`src/rtl/apb_pkg.sv`:
```
// ----------------------------------------------------------------------------
// apb_pkg
// Shared definitions for the APB master bridge and its slave-side bench:
//   - apb_state_e : bridge FSM state encoding (2-bit)
//   - APB_ADDR_W / APB_DATA_W : default bus widths
//   - apb_txn_t   : one command {write, addr, wdata}
// ----------------------------------------------------------------------------
package apb_pkg;

    localparam int APB_ADDR_W = 8;
    localparam int APB_DATA_W = 32;

    typedef enum logic [1:0] {
        IDLE   = 2'd0,
        SETUP  = 2'd1,
        ACCESS = 2'd2,
        RESP   = 2'd3
    } apb_state_e;

    typedef struct packed {
        logic                  write;
        logic [APB_ADDR_W-1:0] addr;
        logic [APB_DATA_W-1:0] wdata;
    } apb_txn_t;

endpackage

```
`src/rtl/apb_master_bridge.sv`:
```
// ----------------------------------------------------------------------------
// apb_master_bridge
// Upstream APB requester: takes one command at a time from a valid/ready
// command port, runs the APB SETUP/ACCESS phases and returns completion
// plus read data on a valid/ready response port.
//
// Optional build macro: APB_MASTER_TIMEOUT_EN
//   defined   : ACCESS aborts after TIMEOUT_CYC cycles without pready,
//               answering with rsp_err=1, rsp_rdata=0.
//   undefined : wait states are unbounded, rsp_err is tied 0.
//
// Ports
//   pclk, rst_n                  clock, async active-low reset
//   cmd_valid/ready/write/addr/wdata  command request
//   rsp_valid/ready/rdata/err         response
//   paddr/psel/penable/pwrite/pwdata  APB request side
//   pready/prdata                     APB completion side
//
// state  | meaning
// -------+-----------------------------------------------------------
// IDLE   | cmd_ready=1, waiting for a command
// SETUP  | psel=1, penable=0 for exactly one cycle
// ACCESS | psel=1, penable=1 until pready (or timeout)
// RESP   | rsp_valid=1 until the requester takes the response
// ----------------------------------------------------------------------------
module apb_master_bridge
    import apb_pkg::*;
#(
    parameter int ADDR_W      = APB_ADDR_W,
    parameter int DATA_W      = APB_DATA_W,
    parameter int TIMEOUT_CYC = 16
) (
    input  logic              pclk,
    input  logic              rst_n,

    input  logic              cmd_valid,
    output logic              cmd_ready,
    input  logic              cmd_write,
    input  logic [ADDR_W-1:0] cmd_addr,
    input  logic [DATA_W-1:0] cmd_wdata,

    output logic              rsp_valid,
    input  logic              rsp_ready,
    output logic [DATA_W-1:0] rsp_rdata,
    output logic              rsp_err,

    output logic [ADDR_W-1:0] paddr,
    output logic              psel,
    output logic              penable,
    output logic              pwrite,
    output logic [DATA_W-1:0] pwdata,
    input  logic              pready,
    input  logic [DATA_W-1:0] prdata
);

    apb_state_e        state_q,     state_d;
    logic [ADDR_W-1:0] paddr_q,     paddr_d;
    logic              pwrite_q,    pwrite_d;
    logic [DATA_W-1:0] pwdata_q,    pwdata_d;
    logic              psel_q,      psel_d;
    logic              penable_q,   penable_d;
    logic              rsp_valid_q, rsp_valid_d;
    logic [DATA_W-1:0] rsp_rdata_q, rsp_rdata_d;

`ifdef APB_MASTER_TIMEOUT_EN
    localparam int CNT_W = (TIMEOUT_CYC > 1) ? $clog2(TIMEOUT_CYC) : 1;

    logic [CNT_W-1:0] wait_cnt_q, wait_cnt_d;
    logic             rsp_err_q,  rsp_err_d;
    logic             expired;

    // Count has reached its last allowed ACCESS cycle; if pready is still
    // low at this edge the transfer is abandoned.
    assign expired = (wait_cnt_q == CNT_W'(TIMEOUT_CYC - 1));
`else
    // TIMEOUT_CYC has no effect in this build.
    logic unused_timeout_cyc;
    assign unused_timeout_cyc = (TIMEOUT_CYC > 0);
`endif

    always_ff @(posedge pclk or negedge rst_n) begin
        if (!rst_n) begin
            state_q     <= IDLE;
            paddr_q     <= '0;
            pwrite_q    <= 1'b0;
            pwdata_q    <= '0;
            psel_q      <= 1'b0;
            penable_q   <= 1'b0;
            rsp_valid_q <= 1'b0;
            rsp_rdata_q <= '0;
`ifdef APB_MASTER_TIMEOUT_EN
            wait_cnt_q  <= '0;
            rsp_err_q   <= 1'b0;
`endif
        end else begin
            state_q     <= state_d;
            paddr_q     <= paddr_d;
            pwrite_q    <= pwrite_d;
            pwdata_q    <= pwdata_d;
            psel_q      <= psel_d;
            penable_q   <= penable_d;
            rsp_valid_q <= rsp_valid_d;
            rsp_rdata_q <= rsp_rdata_d;
`ifdef APB_MASTER_TIMEOUT_EN
            wait_cnt_q  <= wait_cnt_d;
            rsp_err_q   <= rsp_err_d;
`endif
        end
    end

    always_comb begin
        state_d     = state_q;
        paddr_d     = paddr_q;
        pwrite_d    = pwrite_q;
        pwdata_d    = pwdata_q;
        psel_d      = psel_q;
        penable_d   = penable_q;
        rsp_valid_d = rsp_valid_q;
        rsp_rdata_d = rsp_rdata_q;
`ifdef APB_MASTER_TIMEOUT_EN
        wait_cnt_d  = wait_cnt_q;
        rsp_err_d   = rsp_err_q;
`endif

        unique case (state_q)
            IDLE: begin
                if (cmd_valid) begin
                    paddr_d   = cmd_addr;
                    pwrite_d  = cmd_write;
                    pwdata_d  = cmd_wdata;
                    psel_d    = 1'b1;
                    penable_d = 1'b0;
                    state_d   = SETUP;
                end
            end

            SETUP: begin
                penable_d = 1'b1;
                state_d   = ACCESS;
`ifdef APB_MASTER_TIMEOUT_EN
                wait_cnt_d = '0;
`endif
            end

            ACCESS: begin
                if (pready) begin
                    // Write completions never forward whatever the slave
                    // happens to drive on prdata.
                    psel_d      = 1'b0;
                    penable_d   = 1'b0;
                    rsp_rdata_d = pwrite_q ? '0 : prdata;
                    rsp_valid_d = 1'b1;
                    state_d     = RESP;
`ifdef APB_MASTER_TIMEOUT_EN
                    rsp_err_d   = 1'b0;
`endif
                end
`ifdef APB_MASTER_TIMEOUT_EN
                else if (expired) begin
                    psel_d      = 1'b0;
                    penable_d   = 1'b0;
                    rsp_rdata_d = '0;
                    rsp_err_d   = 1'b1;
                    rsp_valid_d = 1'b1;
                    state_d     = RESP;
                end else begin
                    wait_cnt_d = wait_cnt_q + 1'b1;
                end
`endif
            end

            RESP: begin
                if (rsp_ready) begin
                    rsp_valid_d = 1'b0;
                    state_d     = IDLE;
                end
            end

            default: state_d = IDLE;
        endcase
    end

    assign cmd_ready = (state_q == IDLE);
    assign paddr     = paddr_q;
    assign pwrite    = pwrite_q;
    assign pwdata    = pwdata_q;
    assign psel      = psel_q;
    assign penable   = penable_q;
    assign rsp_valid = rsp_valid_q;
    assign rsp_rdata = rsp_rdata_q;
`ifdef APB_MASTER_TIMEOUT_EN
    assign rsp_err   = rsp_err_q;
`else
    assign rsp_err   = 1'b0;
`endif

endmodule

```
`config.mk`:
```
export PLATFORM = sky130hd
export DESIGN_NAME = apb_master_bridge
export DESIGN_NICKNAME = d
export VERILOG_FILES = /design/src/rtl/apb_pkg.sv /design/src/rtl/apb_master_bridge.sv
export SDC_FILE = /design/constraint.sdc
export NUM_CORES = 1
export LEC_CHECK = 0
export CORE_MARGIN = 2
export CORE_UTILIZATION = 44
export DETAILED_ROUTE_END_ITERATION = 7
export PLACE_DENSITY = 0.86
export SLEW_MARGIN = 20
export SYNTH_ARGS = -nofsm -noshare
export SYNTH_HDL_FRONTEND = slang
export SYNTH_SLANG_ARGS = --single-unit
```
`constraint.sdc`:
```
create_clock -name pclk -period 3.7 [get_ports pclk]
set_input_delay 0.925 -clock pclk [delete_from_list [all_inputs] [get_ports pclk]]
set_output_delay 0.925 -clock pclk [all_outputs]
set_load 0.02 [all_outputs]
```
==> results of run 1 <==
## cell usage in the layout (no fill, tap or decap)
cell | Yosys | layout
a211oi_1 | 2 | 2
a22o_1 | 1 | 1
buf_4 | 1 | 2
bufinv_16 | 0 | 3
clkbuf_8 | 0 | 9
clkdlybuf4s50_1 | 0 | 153
clkinv_2 | 0 | 1
clkinv_4 | 0 | 1
clkinvlp_4 | 0 | 1
conb_1 | 1 | 1
dfrtp_1 | 78 | 78
ha_1 | 7 | 7
inv_1 | 3 | 3
mux2_1 | 43 | 43
mux2i_1 | 2 | 2
nand2_1 | 35 | 34
nand2_2 | 1 | 2
nand2b_1 | 32 | 32
nor2_1 | 1 | 1
nor2b_1 | 6 | 6
nor3_1 | 1 | 1
nor3_2 | 1 | 1
o21ai_1 | 32 | 32
o22ai_1 | 1 | 1
## worst max-delay path by stage
| stage | endpoint | slack (ns) |
|---|---|---|
| 6_report | pwrite | 0.82 |
| 5_1_grt | pwrite | 0.65 |
| 4_1_cts | pwrite | 0.79 |
| 3_5_place_dp | pwdata[21] | 0.95 |
| 3_3_place_gp | pwrite | 1.02 |
| 2_1_floorplan | cmd_ready | 1.91 |
## through the flow
step           power (mW)  std cells  instance area [sq um]  setup WS [ns]  util [%]
2_1_floorplan        2.69        262                   3240           1.91         -
3_3_place_gp         3.67        501                   4820           1.02      67.1
3_5_place_dp         3.76        501                   4820          0.946      67.1
4_1_cts              4.51        516                   5050          0.786      70.4
5_1_grt              4.72        516                   5050          0.648      70.4
6_report             4.46        516                   5050          0.825      70.4
## logic make-up after synthesis
| kind of cell | count (synthesis) |
|---|---|
| AO/OA/AOI/OAI | 36 |
| adder cells (fa/ha/maj) | 7 |
| buffers and inverters | 18 |
| flip-flops | 78 |
| multiplexers | 45 |
| other | 1 |
| AND/OR/NAND/NOR | 77 |
## where the power goes
| group | switching [mW] | total [mW] | leakage [nW] | internal [mW] |
|---|---|---|---|---|
| Sequential | 0.265 | 1.53 | 0.947 | 1.27 |
| Combinational | 1.06 | 2.18 | 1.10 | 1.12 |
| Clock | 0.298 | 0.743 | 0.115 | 0.444 |
| Total | 1.63 | 4.46 | 2.16 | 2.83 |
## state kept, by name, summed over array words and instances, names as in the netlist
signal,cells
paddr,8
penable,1
psel,1
pwdata,32
pwrite,1
rsp_rdata,32
rsp_valid,1
state_q,2
## cell type report
cell class	instances	area, sq um	area share [%]
sequential	78	1950	38.6
timing repair buffer	155	1550	30.6
multi-input combinational	166	1180	23.4
clock buffer	9	124	2.45
tap	99	124	2.45
clock inverter	6	111	2.20
inverter	3	11.3	0.223
## routing by layer
layer	global-route usage [%]	wire length, um	share of wire [%]
met5	0	0	0
met2	31.1	3500	48
met4	7.82	88	1.2
met3	6.29	587	8.0
met1	22.9	3120	43
==> reports/metrics.cfg, run 1 <==
[logic_synthesis]
muxShareOfSynthArea_pct = 15.6
ys_warn_count = 0
ys_types = 21
synth_simple_gate_area_share_pct = 12.2
synthFlopType = dfrtp_1
yosysMostFrequentCell = dfrtp_1
synth_xor_area_share_pct = 0
ys_ff_latch = 78
netlist_area_sq_mm = 0.00324
syn_area_per_cell_sq_um = 12.4
synth_top_cell_by_area = dfrtp_1
yosys-top-cells-area = dfrtp_1, mux2_1, nand2b_1
synth-edff-count = 0
synth_common_cells = dfrtp_1, mux2_1, nand2_1, nand2b_1, o21ai_1
synth_top_family_by_area = multiplexers
synth_compound_area_share_pct = 5.87
synthArstFlopShare_pct = 100
synth_nets = 347
syn_inst = 262
synth_top_area_share_pct = 60.2
ys_seq_area_share_pct = 60.2
synthAdderAreaFrac_pct = 2.70

[worst_setup_path]
r2r-end = paddr[7]
r2r_start = state_q[0]
critPathLaunch = pwrite
cp-end-kind = output pin
cp_top_family = flip-flops
rr_worst_depth = 4
crit_chain = clkdlybuf4s50_1
crit_path_max_incr_delay_ns = 0.86
path_class = flop to output pin
cpMaxStageDelayCell = dfrtp_1
worstPathRequired_ns = 2.77
cp_num_buf_inv = 1
cp_data_arrival_time_ns = 1.95
startpoint_type = flop
timing.critical_path.fanout_max = 34
reg2reg_slack_ns = 1.59
path_depth = 1

[sta]
finalCriticalPeriod_ns = 2.88
fmax_mhz = 348
finClkSkew_ns = 0.0129
slew_viol_final = 0
post-route-period-util_pct = 77.7
finalSetupTns_ns = 0
slew_headroom_pct = 36.9
final-setup-viol-count = 0
hold_viol = 0
hold_slack_ns = 0.488
rsz0062_at_grt = false
worst_pin_slew_ns = 0.946

[cts]
path_clk_slew_ns = 0.08
htreeDepth = 3
clockBufferDepth = 2
cts-resized-gates = 0
cts_tree = built
post_cts_buffers = 0
ctsHoldBuffers = 0
clk_latency_ns = 0.34
numCtsBuffers = 9
cts-root-buf = clkbuf_8
clock_sinks = 78

[run_status]
status = finished, final reports clean

[detailed_routing]
post_drt_via_cell_ratio = 4.70
ant_nets = 0
wl_per_cell_um = 14.1
drt-pass1-iter-count = 4
drt_iter0_drc = 81
drc = 0
num_vias = 2425
drt-total-wl_um = 7300

[grt]
grt_overflow = 0
grt_start_max_net_pins = 79
grt_pass1_vias = 2489
grt_pass1_wl_um = 12100
grt_usage_pct = 18.9
antenna_found_initial = 0

[die]
io_pins = 156
dieArea_sq_mm = 0.00807
die_h_um = 89.8
std_cell_rows = 31
die_x_um = 89.8
initial_core_util_pct = 45.2
core_area_sq_mm = 0.00718

[hold_path]
min_to = rsp_rdata[30]
hold_start = rsp_rdata[30]
holdPathStages = 2
hold_path_class = flop to flop

[pwr]
power.density_cell_area_mw_per_mm2 = 883
p_leak_nw = 2.16
ir_drop_v = 0.000402

[placement]
globalplace.congestion = 0.784
post-dp-hpwl_um = 5360
portBuffers = 154

[final_layout]
layout-drive-gt1-share_pct = 4.80
finalNetCount = 498
antenna_cells = 0
area_growth_pct = 55.9
fillCellCount = 529

[flow_run]
maxCapViolCount = 0

Note: power is estimated with default switching activity, not from simulation.
==> inputs of run 2 (changes only) <==
Settings changed: CORE_UTILIZATION 44 to 41, PLACE_DENSITY 0.86 to 0.81.
Clock period 3.7 ns to 3 ns, I/O delays scaled along.
==> run 2 against run 1 <==
  * Hold slack is essentially flat
  * Total power grew 25%
  * Clock-buffer cell count is the same
  * Sequential power grew 21%
  * Register-to-register slack lost 0.46 ns
  * Via count grew 1.4%
  * Sequential share of layout area shrank 0.30 points
  * Utilization shrank 4.2 points
  * Combinational power grew 27%
  * Cell area grew 0.79%
  * First-iteration DRC count shrank 7.4%
  * Largest power group unchanged
==> reports/metrics.cfg, run 2 (synthesis results as in run 1) <==
[run_status]
status = finished, final reports clean

[worst_setup_path]
crit_chain = inv_1, ha_1, clkdlybuf4s50_1
timing.critical_path.fanout_max = 5
cp_data_arrival_time_ns = 1.84
startpoint_type = flop
cp_num_buf_inv = 2
worstPathRequired_ns = 2.25
cp-end-kind = output pin
path_class = flop to output pin
crit_path_max_incr_delay_ns = 0.65
cpMaxStageDelayCell = clkdlybuf4s50_1
cp_top_family = buffers and inverters

[sta]
hold_viol = 0
fmax_mhz = 386
finClkSkew_ns = 0.0118
rsz0062_at_grt = false
finalCriticalPeriod_ns = 2.59
post-route-period-util_pct = 86.3
final-setup-viol-count = 0
slew_headroom_pct = 37.0
hold_slack_ns = 0.488
worst_pin_slew_ns = 0.946
slew_viol_final = 0
finalSetupTns_ns = 0

[grt]
grt_pass1_wl_um = 12000
grt_usage_pct = 17.7
grt_start_max_net_pins = 79
grt_overflow = 0
antenna_found_initial = 0
grt_pass1_vias = 2527

[cts]
ctsHoldBuffers = 0
cts_tree = built
clk_latency_ns = 0.34
cts-resized-gates = 0
numCtsBuffers = 9
post_cts_buffers = 0
clock_sinks = 78
clockBufferDepth = 2
cts-root-buf = clkbuf_8
htreeDepth = 3
path_clk_slew_ns = 0.08

[final_layout]
layout-drive-gt1-share_pct = 5.48
antenna_cells = 0
fillCellCount = 628
final_cell_mix = clkdlybuf4s50_1, dfrtp_1, mux2_1
area_growth_pct = 57.1
finalNetCount = 500
final_common_cell = clkdlybuf4s50_1

[pwr]
ir_drop_v = 0.000501
p_leak_nw = 2.18
power.density_cell_area_mw_per_mm2 = 1090

[die]
std_cell_rows = 32
initial_core_util_pct = 42.2
io_pins = 156
core_area_sq_mm = 0.00769
die_x_um = 92.9
die_h_um = 92.9
dieArea_sq_mm = 0.00863

[detailed_routing]
ant_nets = 0
drt_iter0_drc = 75
drt-total-wl_um = 7430
drt-pass1-iter-count = 5
wl_per_cell_um = 14.2
num_vias = 2460
post_drt_via_cell_ratio = 4.71
drc = 0

[hold_path]
hold_path_class = flop to flop

[flow_run]
maxCapViolCount = 0

[placement]
portBuffers = 154
globalplace.congestion = 0.746
post-dp-hpwl_um = 5420

## run 2: cell count changes in the layout (fill, tap and decap cells not counted), sizes merged
| cell | before | now |
|---|---|---|
| buf | 2 | 4 |
| inv | 3 | 4 |
## run 2: layout make-up
class	instances	area (sq um)	share of cell area (%)
Tap cell	102	128	2.51
Multi-Input combinational cell	166	1180	23.2
Timing Repair Buffer	157	1570	30.9
Clock buffer	9	124	2.43
Inverter	3	11.3	0.221
Clock inverter	7	120	2.36
Sequential cell	78	1950	38.3
## run 2: path summary, 6_finish.rpt
path | slack [ns] | to | start | cells after the start
max | 0.41 | cmd_ready | state_q[0] | 3
min | 0.49 | rsp_rdata[9] | rsp_rdata[9] | 2
max reg2reg | 1.13 | pwdata[5] | state_q[1] | 5
min reg2reg | 0.49 | rsp_rdata[9] | rsp_rdata[9] | 2
max in group asynchronous | 1.83 | pwdata[26] | rst_n | 1
min in group asynchronous | 0.53 | rsp_rdata[20] | rst_n | 1
## run 2: through the flow
step / worst slack [ns] / instance area [sq um] / std cells / util [%] / power [mW]
after global routing: 0.318 / 5090 / 522 / 66.2 / 5.88
after global placement: 0.745 / 4850 / 506 / 63.1 / 4.57
after floorplan: 1.34 / 3240 / 262 / - / 3.32
after CTS: 0.381 / 5090 / 522 / 66.2 / 5.62
after detailed placement: 0.681 / 4850 / 506 / 63.1 / 4.66
final: 0.411 / 5090 / 522 / 66.2 / 5.56
## run 2: routing by layer
metal / track usage, % / routed length, um / vias to the layer above
met5: 0 / 0 / -
met4: 7.60 / 172 / 0
met3: 4.96 / 613 / 16
met2: 30.0 / 3560 / 117
met1: 21.0 / 3080 / 1155
li1: - / - / 1172
## run 2: power by group
| group | total (mW) | switching [mW] | internal (mW) | leakage [nW] |
|---|---|---|---|---|
| registers | 1.85 | 0.288 | 1.56 | 0.947 |
| logic | 2.76 | 1.36 | 1.40 | 1.11 |
| clock network | 0.944 | 0.388 | 0.555 | 0.120 |
## run 2: worst register-to-register path: cells and delay by family, from the launching register on
family / cells / cell delay (ns)
and+or+nand+nor: 1 / 0.08
DFF: 1 / 0.44
buffers and inverters: 2 / 0.54
muxes: 1 / 0.43
adders and majority gates: 1 / 0.27
==> inputs of run 3 (changes only) <==
Settings changed: SETUP_SLACK_MARGIN from default to 0.2.
==> results of run 3 <==
Final layout, timing and power as in run 2 (identical DEF).
